### src/rtl/imem_pkg.sv
`default_nettype none
// ============================================================================
//  Module   : imem_pkg
//  Purpose  : Shared definitions for the instruction-memory loader and the
//             CPU instruction RAM: default geometry, the pad/end instruction
//             and the loader state encoding.
//  Ports    : none (package)
//  Revision : 1.0 - initial release
// ============================================================================
package imem_pkg;

  // Default instruction RAM geometry, shared with the CPU's instruction RAM
  localparam int unsigned IMEM_DEPTH  = 512;
  localparam int unsigned IMEM_ADDR_W = 9;
  localparam int unsigned IMEM_DATA_W = 32;

  // Instruction used to pad every location past the end of the program
  localparam logic [31:0] IMEM_END_WORD = 32'hFFFF_FFFF;

  typedef enum logic [2:0] {
    ST_IDLE  = 3'd0,
    ST_LOAD  = 3'd1,
    ST_DRAIN = 3'd2,
    ST_FILL  = 3'd3,
    ST_DONE  = 3'd4
  } imem_state_t;

endpackage
`default_nettype wire

### src/rtl/imem_loader.sv
`default_nettype none
// ============================================================================
//  Module   : imem_loader
//  Purpose  : Streams machine-code words into instruction RAM from address 0,
//             pads the rest of the RAM with the end instruction and then
//             releases the CPU through CPU_RUN.
//  Ports    : CLK         - clock, rising edge
//             RESET_N     - synchronous active-low reset
//             START       - begin a load (honoured in IDLE / DONE only)
//             IN_VALID    - source offers IN_DATA
//             IN_DATA     - instruction word
//             IN_LAST     - final program word (qualified by handshake)
//             IN_READY    - loader accepts a word this cycle
//             RAM_WE      - instruction RAM write enable
//             RAM_ADDR    - instruction RAM write address
//             RAM_WDATA   - instruction RAM write data
//             CPU_RUN     - RAM image complete, CPU may fetch
//             WORD_COUNT  - program words stored in the last/current load
//             OVERFLOW    - sticky, program longer than the RAM
//  Revision : 1.0 - initial release
// ============================================================================
module imem_loader
  import imem_pkg::*;
#(
  parameter int unsigned        DEPTH    = IMEM_DEPTH,
  parameter int unsigned        ADDR_W   = IMEM_ADDR_W,
  parameter int unsigned        DATA_W   = IMEM_DATA_W,
  parameter logic [DATA_W-1:0]  END_WORD = DATA_W'(IMEM_END_WORD)
) (
  input  logic              CLK,
  input  logic              RESET_N,
  input  logic              START,
  input  logic              IN_VALID,
  input  logic [DATA_W-1:0] IN_DATA,
  input  logic              IN_LAST,
  output logic              IN_READY,
  output logic              RAM_WE,
  output logic [ADDR_W-1:0] RAM_ADDR,
  output logic [DATA_W-1:0] RAM_WDATA,
  output logic              CPU_RUN,
  output logic [ADDR_W:0]   WORD_COUNT,
  output logic              OVERFLOW
);

  localparam logic [ADDR_W-1:0] c_last_addr = ADDR_W'(DEPTH - 1);

  imem_state_t       r_state;
  imem_state_t       w_next;
  logic [ADDR_W-1:0] r_addr;
  logic [ADDR_W:0]   r_word_count;
  logic              r_overflow;
  logic              r_cpu_run;
  logic              w_accept;
  logic              w_at_end;

  // Ready is purely a function of state so the source sees it without
  // depending on its own valid.
  assign IN_READY = (r_state == ST_LOAD) || (r_state == ST_DRAIN);
  assign w_accept = IN_VALID & IN_READY;
  assign w_at_end = (r_addr == c_last_addr);

  // Next state and zero-latency RAM write port
  always_comb begin
    w_next    = r_state;
    RAM_WE    = 1'b0;
    RAM_ADDR  = '0;
    RAM_WDATA = '0;
    case (r_state)
      ST_IDLE, ST_DONE: begin
        if (START) w_next = ST_LOAD;
      end
      ST_LOAD: begin
        if (w_accept) begin
          RAM_WE    = 1'b1;
          RAM_ADDR  = r_addr;
          RAM_WDATA = IN_DATA;
          if (IN_LAST)       w_next = w_at_end ? ST_DONE : ST_FILL;
          else if (w_at_end) w_next = ST_DRAIN;
        end
      end
      ST_DRAIN: begin
        // Excess words are accepted and dropped until the source ends
        if (w_accept && IN_LAST) w_next = ST_DONE;
      end
      ST_FILL: begin
        RAM_WE    = 1'b1;
        RAM_ADDR  = r_addr;
        RAM_WDATA = END_WORD;
        if (w_at_end) w_next = ST_DONE;
      end
      default: w_next = ST_IDLE;
    endcase
  end

  always_ff @(posedge CLK) begin
    if (!RESET_N) begin
      r_state      <= ST_IDLE;
      r_addr       <= '0;
      r_word_count <= '0;
      r_overflow   <= 1'b0;
      r_cpu_run    <= 1'b0;
    end else begin
      r_state   <= w_next;
      // Registered from next state so CPU_RUN is high for exactly the DONE cycles
      r_cpu_run <= (w_next == ST_DONE);
      case (r_state)
        ST_IDLE, ST_DONE: begin
          if (START) begin
            r_addr       <= '0;
            r_word_count <= '0;
            r_overflow   <= 1'b0;
          end
        end
        ST_LOAD: begin
          if (w_accept) begin
            // Wraps to 0 on the overflow path; unused in DRAIN
            r_addr       <= r_addr + ADDR_W'(1);
            r_word_count <= r_word_count + (ADDR_W + 1)'(1);
            if (!IN_LAST && w_at_end) r_overflow <= 1'b1;
          end
        end
        ST_FILL: begin
          r_addr <= r_addr + ADDR_W'(1);
        end
        default: ;
      endcase
    end
  end

  assign CPU_RUN    = r_cpu_run;
  assign WORD_COUNT = r_word_count;
  assign OVERFLOW   = r_overflow;

endmodule
`default_nettype wire

### config.mk
export PLATFORM = sky130hd
export DESIGN_NAME = imem_loader
export DESIGN_NICKNAME = d
export VERILOG_FILES = /design/src/rtl/imem_pkg.sv /design/src/rtl/imem_loader.sv
export SDC_FILE = /design/constraint.sdc
export NUM_CORES = 1
export LEC_CHECK = 0
export BUFFER_PORTS_ARGS = -buffer_cell sky130_fd_sc_hd__buf_2
export CAP_MARGIN = 20
export CORE_ASPECT_RATIO = 1.4
export CORE_MARGIN = 5
export CORE_UTILIZATION = 43
export CTS_CLUSTER_DIAMETER = 60
export DETAILED_ROUTE_END_ITERATION = 16
export PLACE_DENSITY = 0.8
export REMOVE_ABC_BUFFERS = 1
export SLEW_MARGIN = 40
export SYNTH_ARGS = -nofsm -noshare
export SYNTH_HDL_FRONTEND = slang
export SYNTH_SLANG_ARGS = --single-unit
### constraint.sdc
create_clock -name CLK -period 1.9 [get_ports CLK]
set_input_delay 0.19 -clock CLK [delete_from_list [all_inputs] [get_ports CLK]]
set_output_delay 0.19 -clock CLK [all_outputs]
set_load 0.05 [all_outputs]
==> reports/results.txt <==
Routed WL - 4640 um
Synthesized area - 0.00150 sq mm
Starting DRT DRC Count - 28
Synth warn - 0
Yosys top cell area share - 32.1%
P_leak - 0.000997 uW
HPWL after DPL - 3460 um
Rows - 25
Setup CP Type - reg -> out
RD Place Congestion - 0.787
Synth Area in XOR/XNOR - 3.51%
Post-route ant nets - 0
Synth top area cells - dfxtp_1 32%, o21a_1 16%, nor2_1 5.0%
Max-Cap Viols - 0
Final Hold Vio Count - 0
Core box area - 0.00338 sq mm
Fin crit period - 1830 ps
Largest family of logic cells by synthesized area - compound AO/OA/AOI/OAI gates
WL/cell - 14.7 um
Compound-Gate Fraction of Synth Area - 31.9%
Power per cell area - 551 mW/mm^2
Via count - 1719
Main synth FF type - dfxtp_1
Post-Synth Adder-Cell Area - 2.51%
Initial Utilization - 44.3%
Post-synth top cells - 32 x o21a_1, 24 x dfxtp_1, 20 x nor2_1
Clk_skew - 4.95 ps
Final Cycle Share - 96.3%
Pre-CTS WS - 60.3 ps
Die Width - 59.8 um
Outcome - complete, no violations
Max FO, Critical Path - 34
Asr flop ratio synth - 0%
Max IR drop VDD - 0.370 mV
Die area - 0.00477 sq mm
Sequential area share after synthesis - 32.1%
Clk pin slew, worst setup/hold paths - 80 ps
Grt ovf - 0
Slew HR - 68.5%
Pin count of the biggest net entering global routing - 35
Final core utilization - 63.6%
Pwr Total - 1180 uW
Worst Hold Class - in -> reg
Hold_buf cts - 0
CP arrival - 1640 ps
I/O Buffers - 91
Pre-Repair DR Iteration Count - 4
H-tree levels - 1
Post-Synth Simple-Gate Area - 24.6%
#FFs+latches synth - 24
GRT Total Usage - 19.0%
Drc violations - 0
Post-synth EDFFs - 0
Placed cells - 312
Synth area leader - dfxtp_1
CP required - 1710 ps
Avg Cell Area, Syn - 7.95 sq um
Post-Layout Cell Count - 315
Setup_tns - 0 ps
Die Y - 79.8 um
CTS tree - built
Library cells used by synthesis - 39
CP endpoint kind - primary output
Share of post-route cells with drive strength above 1 - 41.8%
Cells after synthesis - 188
Fin. max-slew vios - 0
First-pass GRT wire length - 7220 um
CTS Root Cell - clkbuf_8
Tightest Pin Transition - 473 ps
Fmax - 547 MHz
Final setup fails - 0
Vias in the first global route - 1665
Max clock buf depth - 2
Detail-routed via count per cell - 5.46
Setup ws final - 70.5 ps
Later-pin clock latency in the skew report - 260 ps
Inserted Clock Buffers - 3
Diodes inserted - 0
IO Count - 92
# nets final - 317
Antenna violations before repair - 0
Count leader, synth - o21a_1
P&R area growth vs syn - 43.8%
Post-synthesis mux area share - 0%
Crit path launch type - register
Clock sinks - 24
## cell type report
cell class	instances	area [sq um]
Fill cell	308	1230
Tap cell	40	50.0
Timing Repair Buffer	98	588
Multi-Input combinational cell	146	972
Sequential cell	24	483
Clock buffer	3	41.3
Inverter	4	15.0
## registers in the layout, indices dropped and copies added, names as in the netlist
| signal | flops |
|---|---|
| r_state | 3 |
| r_addr | 9 |
| CPU_RUN | 1 |
| OVERFLOW | 1 |
| WORD_COUNT | 10 |
## worst max-delay path, cell delays in order (launching register included)
cell      delay, ps
dfxtp_1         380
nand2b_2        260
nor2_4          150
buf_12          190
o21a_1          130
buf_2           250
## metal layers
layer,GRT usage (%),vias up,share of wire [%]
met5,0,-,0
met4,9.09,0,1.6
met3,3.56,6,7.5
met2,32.9,78,52
met1,21.5,776,39
li1,-,859,-
## what timing repair did
item                                    in CTS  in global routing
cloned                                       0                  0
endpoints found under the setup margin      32                 35
setup buffers                                0                  0
gates resized for setup                      1                 36
## power breakdown
group	internal [uW]	switching, uW	total, uW
sequential	510	10.1	520
clock	142	154	295
combinational	120	249	369
total	771	413	1180
## cell families (layout without fill, tap and decap cells)
logic type,Yosys count,after routing
compound gates,69,69
simple gates,68,68
flops,24,24
buf+inv,18,105
xor+xnor,6,6
fa+ha+maj,3,3
## metrics by stage
step / hold slack [ps] / instance area (sq um)
finish: 191 / 2150
detailed placement: 461 / 2000
floorplan: 336 / 1430
global route: 206 / 2150
CTS: 190 / 2050
global placement: 459 / 2000
## cells in the final DEF, fill, tap and decap left out, types with 3 or more instances in the layout
cell type	netlist	routed
buf_2	4	64
o21a_1	32	32
clkbuf_4	0	27
dfxtp_1	24	22
nor2_1	20	18
a21oi_1	11	11
and3_1	11	10
nand2_1	9	9
o21ai_0	7	7
buf_4	2	6
nand3_1	5	5
or3_1	5	5
o211ai_1	5	5
xor2_1	5	5
inv_1	4	4
a22oi_1	3	3
or4_1	3	3
clkbuf_8	0	3
## path summary, 6_finish.rpt
path,start,endpoint,slack [ps],cells after the start
setup / recovery,r_state[2],RAM_WDATA[29],70,5
hold / removal,RESET_N,r_state[2],190,2
setup reg to reg,r_addr[1],r_state[1],140,8
hold reg to reg,WORD_COUNT[9],WORD_COUNT[9],490,2
Power figures use the tool's default switching activity.
